## config.mk

```make
export PLATFORM = sky130hd
export DESIGN_NAME = instr_loader_flat
export DESIGN_NICKNAME = d
export VERILOG_FILES = /design/src/rtl/instr_pkg.sv /design/src/rtl/instr_loader_if.sv /design/src/rtl/instr_word_enc.sv /design/src/rtl/instr_loader.sv /design/src/flat_wrapper.sv
export SDC_FILE = /design/constraint.sdc
export NUM_CORES = 1
export LEC_CHECK = 0
export ABC_AREA = 1
export CORE_MARGIN = 2
export CORE_UTILIZATION = 30
export DETAILED_ROUTE_END_ITERATION = 10
export RECOVER_POWER = 100
export SYNTH_ARGS = -nofsm -noshare
export SYNTH_HDL_FRONTEND = slang
export SYNTH_SLANG_ARGS = --single-unit
```

## constraint.sdc

```tcl
create_clock -name clk -period 2.3 [get_ports clk]
set_input_delay 0.23 -clock clk [delete_from_list [all_inputs] [get_ports clk]]
set_output_delay 0.23 -clock clk [all_outputs]
set_load 0.01 [all_outputs]
```

## src/rtl/instr_pkg.sv

```systemverilog
// Shared opcode map, request field positions, format helper and loader state enumeration.
// The CHK state exists only when INSTR_LOADER_READBACK_EN is defined.
package instr_pkg;

    localparam logic [5:0] OP_RTYPE = 6'd0;
    localparam logic [5:0] OP_ADDI  = 6'd1;
    localparam logic [5:0] OP_ADDIU = 6'd2;
    localparam logic [5:0] OP_ANDI  = 6'd3;
    localparam logic [5:0] OP_ORI   = 6'd4;
    localparam logic [5:0] OP_XORI  = 6'd5;
    localparam logic [5:0] OP_SLTI  = 6'd6;
    localparam logic [5:0] OP_SLTIU = 6'd7;
    localparam logic [5:0] OP_LUI   = 6'd8;
    localparam logic [5:0] OP_LW    = 6'd9;
    localparam logic [5:0] OP_LB    = 6'd10;
    localparam logic [5:0] OP_SW    = 6'd11;
    localparam logic [5:0] OP_J     = 6'd12;
    localparam logic [5:0] OP_JAL   = 6'd13;
    localparam logic [5:0] OP_JAL2  = 6'd14;

    // Positions inside the packed in_regs request field
    localparam int REG_W     = 5;
    localparam int RS_LSB    = 15;
    localparam int RT_LSB    = 10;
    localparam int RD_LSB    = 5;
    localparam int SHAMT_LSB = 0;

    typedef enum logic [1:0] {
        FMT_R,
        FMT_I,
        FMT_J,
        FMT_BAD
    } fmt_t;

    typedef enum logic [2:0] {
        ST_IDLE,
        ST_ENC,
        ST_WR,
        ST_FIN
`ifdef INSTR_LOADER_READBACK_EN
        , ST_CHK
`endif
    } state_t;

    function automatic fmt_t op_format(input logic [5:0] op);
        case (op)
            OP_RTYPE: return FMT_R;
            OP_ADDI, OP_ADDIU, OP_ANDI, OP_ORI, OP_XORI, OP_SLTI,
            OP_SLTIU, OP_LUI, OP_LW, OP_LB, OP_SW: return FMT_I;
            OP_J, OP_JAL, OP_JAL2: return FMT_J;
            default: return FMT_BAD;
        endcase
    endfunction

endpackage

```

## src/rtl/instr_loader_if.sv

```systemverilog
// Request handshake plus instruction-memory write/read port of the instruction loader.
// master = request source / memory side, slave = loader side.
interface instr_loader_if #(
    parameter int ADDR_W = 8
) ();
    logic              in_valid;
    logic              in_ready;
    logic [5:0]        in_opcode;
    logic [19:0]       in_regs;
    logic [5:0]        in_funct;
    logic [15:0]       in_imm;
    logic [25:0]       in_target;
    logic              in_last;
    logic              imem_we;
    logic [ADDR_W-1:0] imem_addr;
    logic [31:0]       imem_wdata;
    logic [31:0]       imem_rdata;

    modport master (
        output in_valid, in_opcode, in_regs, in_funct, in_imm, in_target, in_last,
        input  in_ready,
        input  imem_we, imem_addr, imem_wdata,
        output imem_rdata
    );

    modport slave (
        input  in_valid, in_opcode, in_regs, in_funct, in_imm, in_target, in_last,
        output in_ready,
        output imem_we, imem_addr, imem_wdata,
        input  imem_rdata
    );
endinterface

```

## src/rtl/instr_word_enc.sv

```systemverilog
// Pure combinational instruction encoder: opcode always lands in bits [31:26];
// opcodes outside the R/I/J map raise illegal and produce a zero word.
module instr_word_enc
    import instr_pkg::*;
(
    input  logic [5:0]  opcode,
    input  logic [19:0] regs,
    input  logic [5:0]  funct,
    input  logic [15:0] imm,
    input  logic [25:0] target,
    output logic [31:0] word,
    output logic        illegal
);
    logic [4:0] rs, rt, rd, shamt;

    assign rs    = regs[RS_LSB    +: REG_W];
    assign rt    = regs[RT_LSB    +: REG_W];
    assign rd    = regs[RD_LSB    +: REG_W];
    assign shamt = regs[SHAMT_LSB +: REG_W];

    always_comb begin
        // NOTE: every output gets a default before the case so no path leaves it unassigned (no latch).
        word    = '0;
        illegal = 1'b0;
        case (op_format(opcode))
            FMT_R:   word = {opcode, rs, rt, rd, shamt, funct};
            FMT_I:   word = {opcode, rs, rt, imm};
            FMT_J:   word = {opcode, target};
            default: illegal = 1'b1;
        endcase
    end
endmodule

```

## src/rtl/instr_loader.sv

```systemverilog
// Instruction loader FSM: capture request, encode, write one IMEM word per request.
// Define INSTR_LOADER_READBACK_EN to add a CHK state that verifies each write through imem_rdata.
module instr_loader
    import instr_pkg::*;
#(
    parameter int ADDR_W = 8,
    parameter int DEPTH  = 256
) (
    input  logic            clk,
    input  logic            rst_n,
    input  logic            start,
    instr_loader_if.slave   bus,
    output logic            busy,
    output logic            done,
    output logic            err,
    output logic            full,
    output logic [ADDR_W:0] word_count
);
    localparam logic [ADDR_W:0] DEPTH_C = (ADDR_W+1)'(DEPTH);
    localparam logic [ADDR_W:0] CNT_ONE = (ADDR_W+1)'(1);

    state_t          state, state_nxt;
    logic [5:0]      op_q;
    logic [19:0]     regs_q;
    logic [5:0]      funct_q;
    logic [15:0]     imm_q;
    logic [25:0]     target_q;
    logic            last_q;
    logic [31:0]     word_q;
    logic [ADDR_W:0] cnt_q;
    logic [31:0]     enc_word;
    logic            enc_illegal;
    logic            accept;
    logic            advance;
    logic            fin_cond;

    instr_word_enc u_enc (
        .opcode  (op_q),
        .regs    (regs_q),
        .funct   (funct_q),
        .imm     (imm_q),
        .target  (target_q),
        .word    (enc_word),
        .illegal (enc_illegal)
    );

    assign full         = (cnt_q == DEPTH_C);
    assign done         = (state == ST_FIN);
    assign word_count   = cnt_q;
    assign bus.in_ready = (state == ST_IDLE) && !full && !done;
    assign accept       = bus.in_valid && bus.in_ready && !start;
    assign fin_cond     = last_q || ((cnt_q + CNT_ONE) == DEPTH_C);

    // start gates the strobe so an abort during WR never commits a word
    assign bus.imem_we    = (state == ST_WR) && !full && !start;
    assign bus.imem_addr  = cnt_q[ADDR_W] ? '1 : cnt_q[ADDR_W-1:0];
    assign bus.imem_wdata = word_q;

`ifdef INSTR_LOADER_READBACK_EN
    assign busy    = (state == ST_ENC) || (state == ST_WR) || (state == ST_CHK);
    assign advance = (state == ST_CHK) && !start;
`else
    assign busy    = (state == ST_ENC) || (state == ST_WR);
    assign advance = (state == ST_WR) && !full && !start;
`endif

    always_comb begin
        state_nxt = state;
        err       = 1'b0;
        if (start) begin
            state_nxt = ST_IDLE;
        end else begin
            case (state)
                ST_IDLE: if (accept) state_nxt = ST_ENC;
                ST_ENC: begin
                    if (enc_illegal) begin
                        err       = 1'b1;
                        state_nxt = ST_IDLE;
                    end else begin
                        state_nxt = ST_WR;
                    end
                end
`ifdef INSTR_LOADER_READBACK_EN
                ST_WR:  state_nxt = ST_CHK;
                ST_CHK: begin
                    if (bus.imem_rdata != word_q) begin
                        err       = 1'b1;
                        state_nxt = ST_FIN;
                    end else begin
                        state_nxt = fin_cond ? ST_FIN : ST_IDLE;
                    end
                end
`else
                ST_WR:  state_nxt = fin_cond ? ST_FIN : ST_IDLE;
`endif
                ST_FIN:  state_nxt = ST_FIN;
                default: state_nxt = ST_IDLE;
            endcase
        end
    end

    always_ff @(posedge clk or negedge rst_n) begin
        if (!rst_n) begin
            state    <= ST_IDLE;
            cnt_q    <= '0;
            word_q   <= '0;
            op_q     <= '0;
            regs_q   <= '0;
            funct_q  <= '0;
            imm_q    <= '0;
            target_q <= '0;
            last_q   <= 1'b0;
        end else begin
            // NOTE: non-blocking updates so every register samples pre-edge values, independent of order.
            state <= state_nxt;
            if (start) begin
                cnt_q <= '0;
            end else if (advance) begin
                cnt_q <= cnt_q + CNT_ONE;
            end
            if (accept) begin
                op_q     <= bus.in_opcode;
                regs_q   <= bus.in_regs;
                funct_q  <= bus.in_funct;
                imm_q    <= bus.in_imm;
                target_q <= bus.in_target;
                last_q   <= bus.in_last;
            end
            if ((state == ST_ENC) && !enc_illegal && !start) begin
                word_q <= enc_word;
            end
        end
    end
endmodule

```

## src/flat_wrapper.sv

```systemverilog
// flat-port wrapper written by rule: the top's interface ports become plain ports
module instr_loader_flat import instr_pkg::*;
#(
    parameter int ADDR_W = 8,
    parameter int DEPTH  = 256
)
  (clk, rst_n, start, busy, done, err, full, word_count, bus_in_valid, bus_in_opcode, bus_in_regs, bus_in_funct, bus_in_imm, bus_in_target, bus_in_last, bus_in_ready, bus_imem_we, bus_imem_addr, bus_imem_wdata, bus_imem_rdata);
  instr_loader_if #(.ADDR_W(ADDR_W)) bus_i ();
  input  logic clk;
  input  logic rst_n;
  input  logic start;
  output logic busy;
  output logic done;
  output logic err;
  output logic full;
  output logic [ADDR_W:0] word_count;
  input wire logic [$bits(bus_i.in_valid)-1:0] bus_in_valid;
  input wire logic [$bits(bus_i.in_opcode)-1:0] bus_in_opcode;
  input wire logic [$bits(bus_i.in_regs)-1:0] bus_in_regs;
  input wire logic [$bits(bus_i.in_funct)-1:0] bus_in_funct;
  input wire logic [$bits(bus_i.in_imm)-1:0] bus_in_imm;
  input wire logic [$bits(bus_i.in_target)-1:0] bus_in_target;
  input wire logic [$bits(bus_i.in_last)-1:0] bus_in_last;
  output wire logic [$bits(bus_i.in_ready)-1:0] bus_in_ready;
  output wire logic [$bits(bus_i.imem_we)-1:0] bus_imem_we;
  output wire logic [$bits(bus_i.imem_addr)-1:0] bus_imem_addr;
  output wire logic [$bits(bus_i.imem_wdata)-1:0] bus_imem_wdata;
  input wire logic [$bits(bus_i.imem_rdata)-1:0] bus_imem_rdata;
  assign bus_i.in_valid = bus_in_valid;
  assign bus_i.in_opcode = bus_in_opcode;
  assign bus_i.in_regs = bus_in_regs;
  assign bus_i.in_funct = bus_in_funct;
  assign bus_i.in_imm = bus_in_imm;
  assign bus_i.in_target = bus_in_target;
  assign bus_i.in_last = bus_in_last;
  assign bus_in_ready = bus_i.in_ready;
  assign bus_imem_we = bus_i.imem_we;
  assign bus_imem_addr = bus_i.imem_addr;
  assign bus_imem_wdata = bus_i.imem_wdata;
  assign bus_i.imem_rdata = bus_imem_rdata;
  instr_loader #(.ADDR_W(ADDR_W), .DEPTH(DEPTH)) u_core (.clk(clk), .rst_n(rst_n), .start(start), .bus(bus_i), .busy(busy), .done(done), .err(err), .full(full), .word_count(word_count));
endmodule
```

==> impl_metrics.csv, run 1 <==
group,metric,value,unit
global_routing,grt_max_degree,49,
synth,yosys.area.top_type,"dfrtp_1",
die,dieArea,19110,sq um
worst_setup_path,ff2ff_path_depth,12,
sta,fin_crit,2.142,ns
sta,tns,0,ns
worst_setup_path,regToRegSetupSlack,0.24,ns
synth,ys_top_cells_by_area,"dfrtp_1, nand2_1, o21ai_0, a21oi_1, inv_1",
clock_tree,clk_pin_slew_worst_paths,0.05,ns
route,drt_iter0_markers,250,
clock_tree,cts_root_buf,"clkbuf_16",
worst_setup_path,critPathLaunchType,"flip-flop",
synth,yosys_warnings,0,
worst_setup_path,crit_buf_inv,2,
worst_setup_path,arrival,1.91,ns
power_and_ir_drop,peakVddDrop,0.7425,mV
worst_setup_path,worstSetupStartpoint,"u_core.word_count[0]",
sta,hold_violations,0,
worst_setup_path,cp_cell_sequence,"inv_2 > ha_1 > nand2_1 > nor3_2 > nand2_2 > nand2_1 > nor2_2 > dlygate4sd2_1",
finish,diodes,0,
route,drt-pass1-iter-count,4,
finish,fill_cells,1818,
route,highest_layer,"met5",
hold_path,hold_class,"in -> reg",
route,vias_per_cell,4.549,
route,wl_met2,7158,um
sta,setup_viol,0,
sta,holdWs,0.1186,ns
sta,tightest_slew,0.8093,ns
clock_tree,cts_buffer_depth,2,
global_routing,antenna_found_initial,1,
power_and_ir_drop,p_leak,3.838,nW
global_routing,grt_pass1_wl,24940,um
sta,finalClockSkew,0.004996,ns
sta,max_freq,466.9,MHz
clock_tree,cts.sinks,118,
synth,syn-mean-instance-area,7.962,sq um
synth,synth_sequential_area_ratio,54.62,%
worst_setup_path,cp.depth,8,
clock_tree,htreeDepth,4,
worst_setup_path,r2r_end,"u_core.state[1]",
route,wl_per_cell,14.42,um
flow_run,maxCapViolCount,0,
worst_setup_path,cpLargestDelayFamily,"simple AND/OR/NAND/NOR gates",
synth,syn_area,5406,sq um
route,wl_met3,598,um
die,pin_count,166,
worst_setup_path,cp.required,2.07,ns
clock_tree,cts_buffers,17,
route,drc,0,
synth,ys_types,25,
placed_design,portBuffers,133,
synth,synth_cells,679,
synth,synth-main-ff-cell,"dfrtp_1",
synth,synth_common_cells,"nand2_1, dfrtp_1, o21ai_0, inv_1, nor2_1",
sta,post-route-period-util,93.11,%
sta,slew_violations,0,
worst_setup_path,regToRegStartpoint,"u_core.word_count[0]",
synth,synth_edf_count,0,
route,routedLengthMet1,7269,um
route,ant_nets,0,
die,die_h,138.2,um
synth,synth_nets,796,
clock_tree,insertion_delay,0.41,ns
global_routing,groute.usage.overall,16.43,%
worst_setup_path,cp-end-kind,"primary output",
worst_setup_path,cp_slowest_cell,"dfrtp_1",
global_routing,overflow,0,
worst_setup_path,setup.worst_path.end,"bus_imem_we",
worst_setup_path,critPathKind,"reg -> out",
placed_design,dp_hpwl,10410,um
route,wl,15280,um
die,initial_core_util,30.30,%
finish,final_layout_size_suffix_gt1_share,7.470,%
synth,yosysTopAreaCellShare,54.62,%
global_routing,grt_pass1_vias,4728,
power_and_ir_drop,power_density,1196,nW/um^2
synth,synth-seq-cells,118,
power_and_ir_drop,finalPower,9.142,mW
synth,async_flop_share,100.0,%
worst_setup_path,critical-path-max-stage-delay,0.41,ns
worst_setup_path,cpMostUsedCell,"nand2_1",
die,row_count,49,
sta,rsz0062_at_grt,"false",
worst_setup_path,critical_path_peak_fanout,5,
sta,slew_headroom,46.05,%
die,fp.coreArea,17840,sq um
die,die_w,138.2,um
route,vias,4817,
finish,syn2layout_area_growth,41.38,%
placed_design,gp_congestion,0.7972,
clock_tree,cts_tree,"yes",
synth,yosysMostFrequentCell,"nand2_1",
status,status,"finished clean",
finish,fin_nets,935,
## how the worst min path moves through the flow
stage,startpoint,end,cells past startpoint
final,start,u_core.op_q[4],3
after global routing,start,u_core.last_q,3
after detailed placement,rst_n,u_core.target_q[21],1
after floorplan,rst_n,u_core.bus.imem_wdata[0],0
after global placement,rst_n,u_core.target_q[21],1
after CTS,start,u_core.op_q[4],3
## cells in the final DEF (no fill, tap or decap), types with 3 or more instances in the layout
| cell type | instances |
|---|---|
| clkdlybuf4s50_1 | 76 |
| bufinv_16 | 5 |
| clkbuf_8 | 3 |
| dfrtp_1 | 118 |
| clkbuf_16 | 17 |
| buf_4 | 13 |
| ha_1 | 6 |
| o21ai_1 | 11 |
| nand3_1 | 19 |
| o21ai_0 | 77 |
| a21oi_1 | 23 |
| inv_1 | 27 |
| inv_2 | 5 |
| o22ai_1 | 5 |
| clkbuf_1 | 4 |
| nand4_1 | 4 |
| dlygate4sd3_1 | 52 |
| nor2_1 | 25 |
| nand2_1 | 311 |
| clkbuf_4 | 3 |
| clkbuf_2 | 4 |
## through the flow
| step | setup slack [ns] | cell area (sq um) | cells | util [%] |
|---|---|---|---|---|
| finish | 0.1584 | 7644 | 1059 | 42.84 |
| global route | 0.02469 | 7644 | 1059 | 42.84 |
| CTS | 0.02058 | 7691 | 1057 | 43.11 |
| detailed placement | 0.2509 | 7014 | 1023 | 39.32 |
| global placement | 0.2989 | 7014 | 1023 | 39.32 |
| floorplan | 0.4526 | 5406 | 679 | - |
## flip-flops by register name (all words and copies together), names as in the netlist
| register | count |
|---|---|
| u_core.bus.imem_wdata | 32 |
| u_core.funct_q | 6 |
| u_core.imm_q | 16 |
| u_core.last_q | 1 |
| u_core.op_q | 6 |
| u_core.regs_q | 20 |
| u_core.state | 2 |
| u_core.target_q | 26 |
| u_core.word_count | 9 |
## power by group
group,total (mW),switching [mW],internal [mW]
registers,3.39,0.455,2.94
clock network,2.92,0.915,2.00
logic,2.84,1.68,1.15
## logic make-up after synthesis
family	Yosys count	share of synthesized area [%]
AND/OR/NAND/NOR	367	26.87
flip-flops	118	54.62
AO/OA/AOI/OAI	117	10.99
buffers and inverters	69	5.808
adder cells (fa/ha/maj)	6	1.389
XOR/XNOR	2	0.3241
## timing repair
| item | in CTS | in global routing |
|---|---|---|
| buffers inserted | 2 | 2 |
| endpoints found under the setup margin | 4 | 2 |
| pin swaps | 1 | 1 |
| hold buffers | 1 | 0 |
| gates resized for setup | 5 | 2 |
| hold endpoints to repair | 29 | 0 |
## layout make-up
class                      count  area [sq um]  area share (%)
clock buffer                  23         478.0           6.253
clock inverter                 8         170.2           2.226
inverter                      33         123.9           1.621
multi-input combinational    492          2140           27.99
sequential                   118          2953           38.63
tap                          229         286.5           3.749
timing repair buffer         156          1493           19.53
## worst min-delay path: stages
cell     delay, ns
buf_2         0.14
o21ai_1       0.08
nand2_1       0.05
## metal layers
metal / vias up / track usage [%]
met5: - / 0
met4: 2 / 5.961
met3: 22 / 3.498
met2: 121 / 26.71
met1: 2240 / 21.75
li1: 2432 / -
No activity file was read; power rests on OpenSTA's default activity.
==> run 2, diff against run 1 <==
--- a/config.mk
+++ b/config.mk
@@ -6,9 +6,12 @@
 export NUM_CORES = 1
 export LEC_CHECK = 0
 export ABC_AREA = 1
+export CELL_PAD_IN_SITES_DETAIL_PLACEMENT = 0
+export CELL_PAD_IN_SITES_GLOBAL_PLACEMENT = 1
 export CORE_MARGIN = 2
 export CORE_UTILIZATION = 30
 export DETAILED_ROUTE_END_ITERATION = 10
+export PLACE_DENSITY_LB_ADDON = 0.1
 export RECOVER_POWER = 100
 export SYNTH_ARGS = -nofsm -noshare
 export SYNTH_HDL_FRONTEND = slang
==> impl_metrics.csv, run 2 (synthesis gave the netlist of run 1 again) <==
group,metric,value,unit
clock_tree,cts.sinks,118,
die,row_count,49,
global_routing,groute.usage.overall,17.23,%
route,drt_iter0_markers,253,
global_routing,grt_max_degree,73,
clock_tree,htreeDepth,4,
sta,slew_violations,0,
power_and_ir_drop,finalPower,8.854,mW
worst_setup_path,cp-end-kind,"primary output",
flow_run,maxCapViolCount,0,
power_and_ir_drop,power_density,1168,nW/um^2
finish,fin_nets,930,
route,wl,15750,um
sta,holdWs,0.1523,ns
clock_tree,cts_buffers,17,
die,pin_count,166,
sta,fin_crit,2.149,ns
clock_tree,insertion_delay,0.41,ns
hold_path,hold_class,"in -> reg",
route,wl_per_cell,14.92,um
global_routing,grt_pass1_wl,25890,um
sta,setup_viol,0,
die,die_h,138.2,um
global_routing,grt_pass1_vias,4960,
die,die_w,138.2,um
sta,setup_slack,0.1505,ns
clock_tree,cts_setup_buffers,0,
worst_setup_path,critPathLaunchType,"flip-flop",
power_and_ir_drop,peakVddDrop,0.5864,mV
placed_design,dp.cells,1022,
route,ant_nets,0,
route,vias_per_cell,4.653,
worst_setup_path,critical_path_peak_fanout,5,
sta,max_freq,465.2,MHz
placed_design,portBuffers,133,
finish,final_core_util,42.47,%
worst_setup_path,arrival,1.92,ns
placed_design,dp_hpwl,10850,um
route,vias,4914,
sta,rsz0062_at_grt,"false",
finish,stdcell_count,1056,
sta,slew_headroom,43.50,%
clock_tree,clk_pin_slew_worst_paths,0.05,ns
power_and_ir_drop,p_leak,3.775,nW
placed_design,post_dp_cell_area,7012,sq um
sta,hold_violations,0,
clock_tree,cts_tree,"yes",
placed_design,gp_congestion,0.7745,
finish,final_cell_area,7577,sq um
finish,final_cell_mix,"nand2_1, dfrtp_1, o21ai_0",
clock_tree,cts_buffer_depth,2,
worst_setup_path,cp.required,2.07,ns
sta,tns,0,ns
route,drt-pass1-iter-count,5,
sta,tightest_slew,0.8475,ns
finish,final_common_cell,"nand2_1",
placed_design,post-place-ws,0.2491,ns
die,dieArea,19110,sq um
finish,largest_reg_flops,32,
route,drc,0,
worst_setup_path,critPathKind,"reg -> out",
finish,final_layout_size_suffix_gt1_share,6.901,%
clock_tree,cts_root_buf,"clkbuf_16",
status,status,"finished clean",
global_routing,overflow,0,
sta,finalClockSkew,0.007714,ns
die,fp.coreArea,17840,sq um
sta,post-route-period-util,93.46,%
global_routing,antenna_found_initial,1,
finish,syn2layout_area_growth,40.15,%
die,initial_core_util,30.30,%
## run 2: layout make-up
class	count	area (sq um)
multi-input combinational	492	2137
sequential	118	2953
timing repair buffer	151	1475
clock inverter	13	146.4
antenna	1	2.502
tap	229	286.5
inverter	33	123.9
clock buffer	19	452.9
fill	1811	10260
## run 2: where the power goes
group / total, mW / switching (mW) / leakage (nW) / internal (mW)
clock network: 2.65 / 0.994 / 0.279 / 1.66
registers: 3.39 / 0.452 / 1.50 / 2.93
logic: 2.81 / 1.69 / 2.00 / 1.12
## run 2: what timing repair did
item / in CTS / in global routing
setup endpoints to repair: 3 / 1
hold buffers: 1 / 0
hold endpoints to repair: 28 / 0
resized for setup: 4 / 2
## run 2: metal layers
metal,GRT usage (%),vias to the layer above,wire length [um]
met5,0,-,0
met4,4.995,0,128
met3,4.503,9,832
met2,28.66,120,7734
met1,22.24,2352,7058
li1,-,2433,-
## run 2: worst paths after layout
kind | to | startpoint | slack, ns | depth (start not counted)
max | bus_in_ready | u_core.word_count[0] | 0.15 | 8
min | u_core.target_q[5] | start | 0.15 | 3
max reg2reg | u_core.target_q[17] | u_core.word_count[0] | 0.24 | 11
min reg2reg | u_core.bus.imem_wdata[11] | u_core.bus.imem_wdata[11] | 0.47 | 2
max in group asynchronous | u_core.bus.imem_wdata[28] | rst_n | 0.77 | 3
min in group asynchronous | u_core.word_count[6] | rst_n | 0.47 | 2
## run 2: critical path: stages (launching register included)
cell and delay, ns:
dfrtp_1 0.41, inv_1 0.14, ha_1 0.17, nand2_1 0.05
nor3_1 0.17, nand2_2 0.09, inv_1 0.13, nor3_4 0.05
dlygate4sd2_1 0.29
==> run 3, diff against run 2 <==
--- a/config.mk
+++ b/config.mk
@@ -6,13 +6,12 @@
 export NUM_CORES = 1
 export LEC_CHECK = 0
 export ABC_AREA = 1
-export CELL_PAD_IN_SITES_DETAIL_PLACEMENT = 0
-export CELL_PAD_IN_SITES_GLOBAL_PLACEMENT = 1
 export CORE_MARGIN = 2
 export CORE_UTILIZATION = 30
 export DETAILED_ROUTE_END_ITERATION = 10
-export PLACE_DENSITY_LB_ADDON = 0.1
+export HOLD_SLACK_MARGIN = 0.05
 export RECOVER_POWER = 100
 export SYNTH_ARGS = -nofsm -noshare
 export SYNTH_HDL_FRONTEND = slang
 export SYNTH_SLANG_ARGS = --single-unit
+export TNS_END_PERCENT = 30
==> impl_metrics.csv, run 3 (synthesis gave the netlist of run 1 again) <==
group,metric,value,unit
sta,setup_slack,0.1584,ns
global_routing,grt_pass1_wl,24940,um
placed_design,portBuffers,133,
sta,tightest_slew,0.8093,ns
clock_tree,cts_buffer_depth,2,
worst_setup_path,cp.required,2.07,ns
placed_design,post-place-ws,0.2509,ns
die,pin_count,166,
power_and_ir_drop,p_leak,3.838,nW
worst_setup_path,arrival,1.91,ns
route,ant_nets,0,
hold_path,hold_start,"start",
finish,final_core_util,42.84,%
finish,diodes,0,
worst_setup_path,worstSetupStartpoint,"u_core.word_count[0]",
route,wl_per_cell,14.42,um
hold_path,hold_depth,3,
worst_setup_path,cpMostUsedCell,"nand2_1",
finish,syn2layout_area_growth,41.38,%
route,drc,0,
clock_tree,cts.sinks,118,
global_routing,grt_max_degree,49,
worst_setup_path,cp_cell_sequence,"inv_2 > ha_1 > nand2_1 > nor3_2 > nand2_2 > nand2_1 > nor2_2 > dlygate4sd2_1",
finish,largest_reg_flops,32,
worst_setup_path,ff2ff_path_depth,12,
finish,stdcell_count,1059,
die,die_h,138.2,um
worst_setup_path,r2r_end,"u_core.state[1]",
clock_tree,clk_pin_slew_worst_paths,0.05,ns
worst_setup_path,critPathLaunchType,"flip-flop",
global_routing,antenna_found_initial,1,
sta,post-route-period-util,93.11,%
status,status,"finished clean",
global_routing,overflow,0,
flow_run,maxCapViolCount,0,
worst_setup_path,cp-end-kind,"primary output",
route,drt_iter0_markers,250,
die,initial_core_util,30.30,%
sta,fin_crit,2.142,ns
finish,final_cell_mix,"nand2_1, dfrtp_1, o21ai_0",
die,row_count,49,
sta,slew_headroom,46.05,%
finish,final_layout_size_suffix_gt1_share,7.470,%
clock_tree,cts_tree,"yes",
worst_setup_path,regToRegStartpoint,"u_core.word_count[0]",
sta,max_freq,466.9,MHz
route,vias_per_cell,4.549,
worst_setup_path,critical_path_peak_fanout,5,
hold_path,hold_class,"in -> reg",
placed_design,gp_congestion,0.7972,
finish,final_common_cell,"nand2_1",
clock_tree,cts_buffers,17,
finish,fin_nets,935,
die,fp.coreArea,17840,sq um
sta,rsz0062_at_grt,"false",
route,drt-pass1-iter-count,4,
sta,slew_violations,0,
clock_tree,insertion_delay,0.41,ns
sta,finalClockSkew,0.004996,ns
worst_setup_path,cp_slowest_cell,"dfrtp_1",
sta,holdWs,0.1186,ns
global_routing,groute.usage.overall,16.43,%
sta,setup_viol,0,
clock_tree,htreeDepth,4,
global_routing,grt_pass1_vias,4728,
hold_path,whs_endpoint,"u_core.op_q[4]",
clock_tree,cts_root_buf,"clkbuf_16",
die,dieArea,19110,sq um
route,wl,15280,um
die,die_w,138.2,um
worst_setup_path,regToRegSetupSlack,0.24,ns
worst_setup_path,critPathKind,"reg -> out",
route,vias,4817,
power_and_ir_drop,power_density,1196,nW/um^2
sta,hold_violations,0,
power_and_ir_drop,peakVddDrop,0.7425,mV
worst_setup_path,critical-path-max-stage-delay,0.41,ns
placed_design,dp_hpwl,10410,um
placed_design,dp.cells,1023,
power_and_ir_drop,finalPower,9.142,mW
==> run 3: cell count changes in the layout (fill, tap and decap cells not counted), moves of 3 or more <==
cell	delta
buf_4	+7
o21ai_0	-5
o21ai_1	+5
buf_12	-3
bufinv_16	+3
clkinvlp_4	-3
inv_1	-3
inv_2	+3
inv_6	-3
==> run 3: through the flow <==
| step | setup TNS [ns] | instance area (sq um) |
|---|---|---|
| 4_1_cts | -0.04502 | 7680 |
| 6_report | 0 | 7644 |
| 3_5_place_dp | 0 | 7014 |
| 3_3_place_gp | 0 | 7014 |
| 5_1_grt | 0 | 7644 |
| 2_1_floorplan | 0 | 5406 |
==> run 3: critical path, delay by kind of cell, from the launching register on <==
kind / cells / cell delay, ns
buffers and inverters: 2 / 0.39
DFF: 1 / 0.41
and+or+nand+nor: 5 / 0.53
adders and majority gates: 1 / 0.16
==> run 3: worst max path at each step <==
stage	end	cells past startpoint	slack, ns
after CTS	err	8	-0.05
final	bus_imem_we	8	0.16
after global routing	bus_imem_we	8	0.02
after floorplan	u_core.imm_q[0]	12	0.45
after global placement	bus_imem_we	8	0.30
after detailed placement	u_core.funct_q[2]	12	0.25
==> run 3: cell type report <==
cell class                 count  area [sq um]
fill                        1818         10200
tap                          229         286.5
timing repair buffer         156          1493
clock buffer                  23         478.0
inverter                      33         123.9
multi-input combinational    492          2140
clock inverter                 8         170.2
sequential                   118          2953
==> run 3: power by group <==
part	switching (mW)	leakage, nW	internal [mW]
logic	1.68	2.03	1.15
clock network	0.915	0.309	2.00
registers	0.455	1.50	2.94
total	3.05	3.84	6.09
==> run 3: repair_timing <==
| action | 4_1_cts | 5_1_grt |
|---|---|---|
| setup endpoints to repair | 4 | 2 |
| hold buffers | 1 | 0 |
| pin swaps | 0 | 2 |
| resized for setup | 4 | 3 |
| hold endpoints to repair | 29 | 0 |
| setup buffers | 1 | 3 |
==> run 3: per-layer routing <==
metal	up-vias	global-route usage (%)	routed length (um)
li1	2432	-	-
met1	2240	21.75	7269
met2	121	26.71	7158
met3	22	3.498	598
met4	2	5.961	237
met5	-	0	11
